<file path="config.mk">
export PLATFORM = sky130hd
export DESIGN_NAME = fetch_unit
export DESIGN_NICKNAME = d
export VERILOG_FILES = /design/src/rtl/cpu_pkg.sv /design/src/rtl/fetch_buf.sv /design/src/rtl/fetch_unit.sv
export SDC_FILE = /design/constraint.sdc
export NUM_CORES = 1
export LEC_CHECK = 0
export CORE_MARGIN = 5
export CORE_UTILIZATION = 46
export DETAILED_ROUTE_END_ITERATION = 16
export GPL_TIMING_DRIVEN = 0
export PLACE_DENSITY = 0.84
export SKIP_LAST_GASP = 1
export SYNTH_ARGS = -nofsm -noshare
export SYNTH_HDL_FRONTEND = slang
export SYNTH_SLANG_ARGS = --single-unit
</file>
<file path="constraint.sdc">
create_clock -name clk -period 2 [get_ports clk]
set_input_delay 0.5 -clock clk [delete_from_list [all_inputs] [get_ports clk]]
set_output_delay 0.5 -clock clk [all_outputs]
set_load 0.005 [all_outputs]
</file>
<file path="src/rtl/cpu_pkg.sv">
// cpu_pkg: shared widths, reset PC and fetch FSM encoding.
package cpu_pkg;
  localparam int ADDR_W = 8;
  localparam int INSTR_W = 32;
  localparam logic [7:0] RESET_PC = 8'h00;
  typedef logic [1:0] fetch_state_t;
  localparam fetch_state_t IDLE = 2'd0;
  localparam fetch_state_t RUN = 2'd1;
  localparam fetch_state_t HALTED = 2'd2;
endpackage

</file>
<file path="src/rtl/fetch_buf.sv">
// fetch_buf: small FIFO of {pc, instr}; flush beats push, head reads zero when empty.
module fetch_buf #(
  parameter int DEPTH = 2,
  parameter int W = 40
) (
  input  logic         clk,
  input  logic         rst_n,
  input  logic         push,
  input  logic         pop,
  input  logic         flush,
  input  logic [W-1:0] din,
  output logic [W-1:0] dout,
  output logic         full,
  output logic         empty
);
  localparam int PW = $clog2(DEPTH);
  logic [W-1:0] mem_q [DEPTH];
  logic [W-1:0] mem_d [DEPTH];
  logic [PW-1:0] wr_q, wr_d, rd_q, rd_d;
  logic [PW:0] cnt_q, cnt_d;
  assign full = cnt_q == (PW+1)'(DEPTH);
  assign empty = cnt_q == '0;
  assign dout = empty ? '0 : mem_q[rd_q];
  always_comb begin
    mem_d = mem_q;
    wr_d = wr_q;
    rd_d = rd_q;
    cnt_d = cnt_q;
    if (flush) begin
      wr_d = '0;
      rd_d = '0;
      cnt_d = '0;
    end else begin
      if (push) mem_d[wr_q] = din;
      wr_d = push ? wr_q + 1'b1 : wr_q;
      rd_d = pop ? rd_q + 1'b1 : rd_q;
      cnt_d = cnt_q + (PW+1)'(push) - (PW+1)'(pop);
    end
  end
  always_ff @(posedge clk or negedge rst_n) begin
    if (!rst_n) begin
      for (int i = 0; i < DEPTH; i++) mem_q[i] <= '0;
      wr_q <= '0;
      rd_q <= '0;
      cnt_q <= '0;
    end else begin
      mem_q <= mem_d;
      wr_q <= wr_d;
      rd_q <= rd_d;
      cnt_q <= cnt_d;
    end
  end
endmodule

</file>
<file path="src/rtl/fetch_unit.sv">
// fetch_unit: PC sequencer feeding a fetch buffer to decode, with redirect and halt.
// Defining FETCH_PERF_EN adds perf_fetched / perf_stall counters.
module fetch_unit #(
  parameter int ADDR_W = cpu_pkg::ADDR_W,
  parameter int INSTR_W = cpu_pkg::INSTR_W,
  parameter logic [ADDR_W-1:0] RESET_PC = ADDR_W'(cpu_pkg::RESET_PC),
  parameter int BUF_DEPTH = 2
) (
  input  logic               clk,
  input  logic               rst_n,
  input  logic               en,
  output logic [ADDR_W-1:0]  imem_addr,
  input  logic [INSTR_W-1:0] imem_instr,
  output logic               out_valid,
  input  logic               out_ready,
  output logic [INSTR_W-1:0] out_instr,
  output logic [ADDR_W-1:0]  out_pc,
  input  logic               redir_valid,
  input  logic [ADDR_W-1:0]  redir_pc,
  input  logic               halt_req,
  output logic               halted
`ifdef FETCH_PERF_EN
  ,
  output logic [31:0]        perf_fetched,
  output logic [31:0]        perf_stall
`endif
);
  cpu_pkg::fetch_state_t state_q, state_d;
  logic [ADDR_W-1:0] pc_q, pc_d;
  logic full, empty, push, pop, redir, run_ok;
  logic [ADDR_W+INSTR_W-1:0] head;
  assign imem_addr = pc_q;
  assign out_valid = !empty;
  assign {out_pc, out_instr} = head;
  assign halted = state_q == cpu_pkg::HALTED;
  assign pop = out_valid && out_ready;
  assign redir = redir_valid && state_q != cpu_pkg::IDLE;
  assign run_ok = state_q == cpu_pkg::RUN && !halt_req && !redir_valid;
  assign push = run_ok && (!full || pop);
  always_comb begin
    pc_d = redir ? redir_pc : push ? pc_q + 1'b1 : pc_q;
    state_d = (state_q == cpu_pkg::IDLE && en) || (state_q == cpu_pkg::HALTED && redir_valid) ? cpu_pkg::RUN :
              (state_q == cpu_pkg::RUN && halt_req) ? cpu_pkg::HALTED : state_q;
  end
  always_ff @(posedge clk or negedge rst_n) begin
    if (!rst_n) begin
      state_q <= cpu_pkg::IDLE;
      pc_q <= RESET_PC;
    end else begin
      state_q <= state_d;
      pc_q <= pc_d;
    end
  end
  fetch_buf #(.DEPTH(BUF_DEPTH), .W(ADDR_W + INSTR_W)) u_buf (
    .clk(clk),
    .rst_n(rst_n),
    .push(push),
    .pop(pop),
    .flush(redir),
    .din({pc_q, imem_instr}),
    .dout(head),
    .full(full),
    .empty(empty)
  );
`ifdef FETCH_PERF_EN
  logic [31:0] fetched_q, fetched_d, stall_q, stall_d;
  assign perf_fetched = fetched_q;
  assign perf_stall = stall_q;
  always_comb begin
    fetched_d = fetched_q + 32'(push);
    stall_d = stall_q + 32'(run_ok && full && !pop);
  end
  always_ff @(posedge clk or negedge rst_n) begin
    if (!rst_n) begin
      fetched_q <= '0;
      stall_q <= '0;
    end else begin
      fetched_q <= fetched_d;
      stall_q <= stall_d;
    end
  end
`endif
endmodule

</file>
[Word-level counts from Yosys, hierarchy flattened]
Index checks and enable logic that the tools add are counted.
Storage, ports and cells
  flip-flop bits (word level): 94
  bits in latches: 0
  RAM bits: 0
  ROM bits: 0
  bits of input ports: 46
  output and inout port bits: 50
  logic and storage cells: 59
  memories kept: 0
Cells by class
  $add $sub $neg: 5
  multipliers: 0
  divide/modulo/power cells: 0
  order comparisons: 3
  equal/unequal tests: 3
  shift operators: 0
  mux-type cells: 16
  bitwise logic cells: 3
  reduce and logical (&&, ||, !) cells: 22
Operators with widths (count)
  $mux 40: 5
  $bwmux 80: 1
  $demux 40 s1: 1
  $mux 8: 2
  $logic_and 1x1->1: 9
  $add 8x1->8 const B: 1
  $reduce_bool 2->1: 4
  $mux 2: 3
  $eq 2x2->1 const B: 2
  $ge 2x2->1 const B: 2
  $logic_not 1->1: 4
  $logic_not 2->1: 2
  $mux 1: 4
  $not 1->2: 2
  $add 1x1->1 const B: 2
  $add 2x1->2: 1
  $eq 2x1->1 const B: 1
  $logic_or 1x1->1: 2
  $lt 2x1->1 const B: 1
  $reduce_and 2->1: 1
  $sub 2x1->2: 1
  $not 1->1: 1

[Depth between registers and ports, before layout]
  word-level depth: 8
  mapped depth: 9
  mapped depth without buffers: 9

[Cells and area by module]
From an unflattened synthesis, not the netlist that was laid out.
Second synthesis, totals
  cells, all modules: 342
  area total of the unflattened synthesis: 4405.5 um^2
By module, submodules not included
  fetch_buf: times used 1, cells an instance 276, area an instance 3806.2 um^2, seq. area each 2102.0 um^2
  fetch_unit: times used 1, cells an instance 66, area an instance 599.3 um^2, seq. area each 250.2 um^2

[Worst setup path after synthesis]
Ideal clock, no wire load.
  path kind: input to register
  start: in redir_valid
  end: reg u_buf.mem_q[68] in the netlist's numbering
  setup time: 0.125 ns
  arrival: 1.930 ns
  required time: 1.875 ns
  path slack: -0.054 ns
  cell stages on the path: 5
  path buffers: 2
  cell sequence: or4b_1 > buf_6 > nor3_4 > buf_6 > mux2_2
Between the ends
  word-level cells in the longest chain between the ends: 4
  elaborated cells between the ends (all ways): 6
  classes of those cells: 1 x bitwise; 5 x reduce/logical
RTL lines
  from (decl): line fetch_unit.sv:18  | input logic redir_valid,
  $logic_not 1->1: line fetch_unit.sv:38  | assign run_ok = state_q == cpu_pkg::RUN && !halt_req && !redir_valid;
  $logic_and 1x1->1: line fetch_unit.sv:38
  $logic_and 1x1->1: line fetch_unit.sv:39  | assign push = run_ok && (!full || pop);
  $reduce_and 2->1 (no source line) (*)
  to (signal assigned): line fetch_buf.sv:47  | mem_q <= mem_d;
  to (decl): line fetch_buf.sv:17  | logic [W-1:0] mem_q [DEPTH];
Mark *: on every way between the ends. The rest lies on a longest branch, timed or not.
A chain may end at the register's enable or synchronous reset.

[Worst setup path in the final report]
  start: reg u_buf.rd_q
  end: out out_instr[9]
Between the ends
  word-level cells in the longest chain between the ends: 5
RTL lines
  from (decl): line fetch_buf.sv:19  | logic [PW-1:0] wr_q, wr_d, rd_q, rd_d;
  from (signal assigned): line fetch_buf.sv:49  | rd_q <= rd_d;
  $not 1->2 (implied by the code): line fetch_buf.sv:23  | assign dout = empty ? '0 : mem_q[rd_q];
  $mux 40 (implied by the code) (3 in a row): line fetch_buf.sv:23
  $mux 40: line fetch_buf.sv:23
  to (decl): line fetch_unit.sv:16  | output logic [INSTR_W-1:0] out_instr,
Every way passes these cells. The select of a mux whose other input is x is not followed.

==> results.sh <==
export IMPL_reg2reg_depth=5
export IMPL_io_buffers=95
export IMPL_period_needed_ps=2030
export IMPL_drive_above_1_share_pct=39.6
export IMPL_crit_type="reg -> out"
export IMPL_place_area_um2=5720
export IMPL_wirelength_mm=10.8
export IMPL_outcome="finished, violations left"
export IMPL_drcViolationCount=0
export IMPL_power_mw=8.75
export IMPL_drt_vias_per_instance=5.05
export IMPL_timing_final_crit_share_pct=102
export IMPL_numCtsBuffers=9
export IMPL_tightest_slew_ps=690
export IMPL_ys_seq_area_share_pct=51.3
export IMPL_cts_hold_buf=0
export IMPL_finalSetupViolations=8
export IMPL_grt_pass1_vias=3296
export IMPL_violations="setup timing"
export IMPL_seq_area_um2=2360
export IMPL_power_frac_clock_pct=14.7
export IMPL_crit_chain="buf_6 > buf_6 > buf_16 > mux2i_1 > nor2_1 > buf_2"
export IMPL_power_frac_seq_pct=37.9
export IMPL_slowest_delay_ps=440
export IMPL_synth_nets=390
export IMPL_start_util_pct=47.1
export IMPL_fp_coreArea_um2=9730
export IMPL_reg2reg_setup_slack_ps=20
export IMPL_ant_nets=0
export IMPL_cts_clk_slew_worst_paths_ps=90
export IMPL_dpl_worst_slack_ps=-629
export IMPL_nFillCells=760
export IMPL_rr_endpoint="u_buf.mem_q[49]$_DFFE_PN0P_"
export IMPL_path_common_cell="buf_6"
export IMPL_layout_setup_ws_ps=-32.3
export IMPL_final_hold_violation_count=0
export IMPL_slowest_stage="dfrtp_2"
export IMPL_ioPinCount=96
export IMPL_crit_buf_inv=4
export IMPL_fin_util_pct=64.9
export IMPL_first_pass_iters=4
export IMPL_cp_arrival_ps=1530
export IMPL_synth_cell_types=30
export IMPL_cts_sinks=94
export IMPL_track_usage_pct=17.6
export IMPL_clk_latency_ps=350
export IMPL_max_freq_ghz=0.492
export IMPL_cp_depth=6
export IMPL_cts_root_buf="clkbuf_8"
export IMPL_nets=519
export IMPL_internal_power_mw=5.91
export IMPL_fin_tns_setup_ps=-149
export IMPL_rsz0062_at_grt="yes"
export IMPL_dieArea_um2=12100
export IMPL_fin_area_um2=6310
export IMPL_synth_cells=341
export IMPL_powerDensity_nw_per_um2=1390
export IMPL_diodes=0
export IMPL_ir_drop_uv=622
export IMPL_antenna_found_initial=0
export IMPL_synthesis_area_um2=4580
export IMPL_reg2reg_from="state_q[1]$_DFFE_PN0P_"
export IMPL_routabilityCongestion=0.768
export IMPL_row_count=36
export IMPL_p_comb_share_pct=47.4
export IMPL_ys_warn_count=0
export IMPL_synth_ff_type="dfrtp_1"
export IMPL_critPathTopFamily="buffers and inverters"
export IMPL_switching_share_pct=32.5
export IMPL_grt_max_degree=53
export IMPL_clock_skew_ps=12.3
export IMPL_multiInputGateArea_um2=2210
export IMPL_crit_required_ps=1500
export IMPL_drv_cap=0
export IMPL_h_tree_depth=3
export IMPL_cts_tree="done"
export IMPL_grt_pass1_wl_mm=16.3
export IMPL_cp_end_kind="output pin"
export IMPL_synth_seq_cells=94
export IMPL_syn2layout_area_growth_pct=37.8
export IMPL_die_h_um=110
export IMPL_slew_viol_final=0
export IMPL_dp_final_hpwl_mm=6.56
export IMPL_whs_ps=189
export IMPL_crit_path_start_kind="register"
export IMPL_dp_cells=570
export IMPL_async_reset_ff_share_pct=100
export IMPL_die_w_um=110
export IMPL_synth_edf_count=0
export IMPL_syn_avg_cell_area_um2=13.4
export IMPL_leakage_nw=3.03
export IMPL_hp_class="in -> async"
export IMPL_layoutNonFillerInstCount=608
export IMPL_cts_path_max_buffers=2
export IMPL_net_switching_power_mw=2.84
export IMPL_grt_overflow_total=0
export IMPL_cp_max_fo=5
export IMPL_vias=3068
export IMPL_drt_initial_drc_count=74
export IMPL_relSlewSlack_pct=54.0
export IMPL_avgRoutedWirePerCell_um=17.8
-- layout make-up --
cell class	count	share of cell area [%]
flip-flops and latches	94	37.3
clock inverters	3	0.674
clock buffers	13	2.52
multi-input cells	222	35.0
repair buffers	121	17.7
inverters	6	0.357
plain buffers	16	3.79
well taps	133	2.64
-- kinds of logic (layout without fill, tap and decap cells) --
kind of cell	Yosys count	after routing	share of synthesized area, %
mux	121	121	31.9
flops	94	94	51.3
simple gates	73	73	7.97
buf+inv	25	159	4.29
compound gates	14	14	1.58
xor+xnor	11	11	2.10
fa+ha+maj	3	3	0.819
-- layer usage --
layer | part of all wire (%) | vias to the layer above | track usage [%]
met5 | 0 | - | 0
met4 | 0.75 | 0 | 4.27
met3 | 4.6 | 7 | 4.29
met2 | 50 | 61 | 29.8
met1 | 44 | 1570 | 22.6
li1 | - | 1430 | -
-- repair_timing --
action,4_1_cts,5_1_grt
pin swaps,25,24
gates resized for setup,205,49
setup endpoints to repair,124,119
setup buffers,16,3
gates cloned,6,2
-- registers in the layout (all words and copies together), names as in the netlist --
register / count
u_buf.mem_q: 80
u_buf.rd_q: 1
state_q: 2
u_buf.wr_q: 1
imem_addr: 8
u_buf.cnt_q: 2
-- cells in the mapped netlist, types with 4 or more instances --
library cell  count  area share (%)
nand2_1           7            0.57
o21ai_0          11             1.2
xnor2_1          10             1.9
mux2i_1          41             9.0
inv_1             6            0.49
dfrtp_1          94              51
mux2_4           40              13
buf_12            4             1.7
clkbuf_1          8            0.66
buf_6             5             1.2
mux2_2           38             9.3
nor2_1           46             3.8
-- power groups by stage --
stage          combinational [mW]  sequential, mW  clock, mW
3_3_place_gp                 3.57            3.22          0
5_1_grt                      4.50            3.42       1.39
3_5_place_dp                 3.65            3.27          0
6_report                     4.15            3.31       1.29
2_1_floorplan                2.20            3.13          0
4_1_cts                      3.92            3.26       1.31
-- worst register-to-register path, cell delays in order, from the launching register on --
cell and delay [ps]:
dfrtp_1 400, or4b_4 580, nor3_4 230, buf_8 200
clkbuf_16 180, mux2_4 300
-- worst max-delay path by stage --
stage,from,end
final,u_buf.rd_q$_DFFE_PN0P_,out_instr[9]
after global routing,u_buf.rd_q$_DFFE_PN0P_,out_instr[16]
after CTS,u_buf.rd_q$_DFFE_PN0P_,out_instr[24]
after detailed placement,redir_valid,u_buf.mem_q[70]$_DFFE_PN0P_
after global placement,rst_n,u_buf.mem_q[75]$_DFFE_PN0P_
after floorplan,redir_valid,u_buf.mem_q[68]$_DFFE_PN0P_
-- cell usage in the layout (no fill, tap or decap), types with 3 or more instances in the layout --
master | Yosys | routed
buf_8 | 0 | 5
mux2_2 | 38 | 3
mux2i_1 | 41 | 39
clkbuf_4 | 0 | 3
dfrtp_1 | 94 | 90
nor2_1 | 46 | 45
clkbuf_16 | 0 | 5
buf_4 | 0 | 14
clkbuf_8 | 0 | 11
xnor2_1 | 10 | 10
nand2_1 | 7 | 7
clkdlybuf4s50_1 | 0 | 50
o21ai_0 | 11 | 11
nor4_1 | 3 | 3
nor3_1 | 3 | 3
dfrtp_2 | 0 | 4
inv_1 | 6 | 6
buf_6 | 5 | 4
buf_2 | 0 | 40
clkbuf_1 | 8 | 3
mux2_4 | 40 | 75
buf_12 | 4 | 9
nand3_1 | 3 | 3
Power figures use the tool's default switching activity.
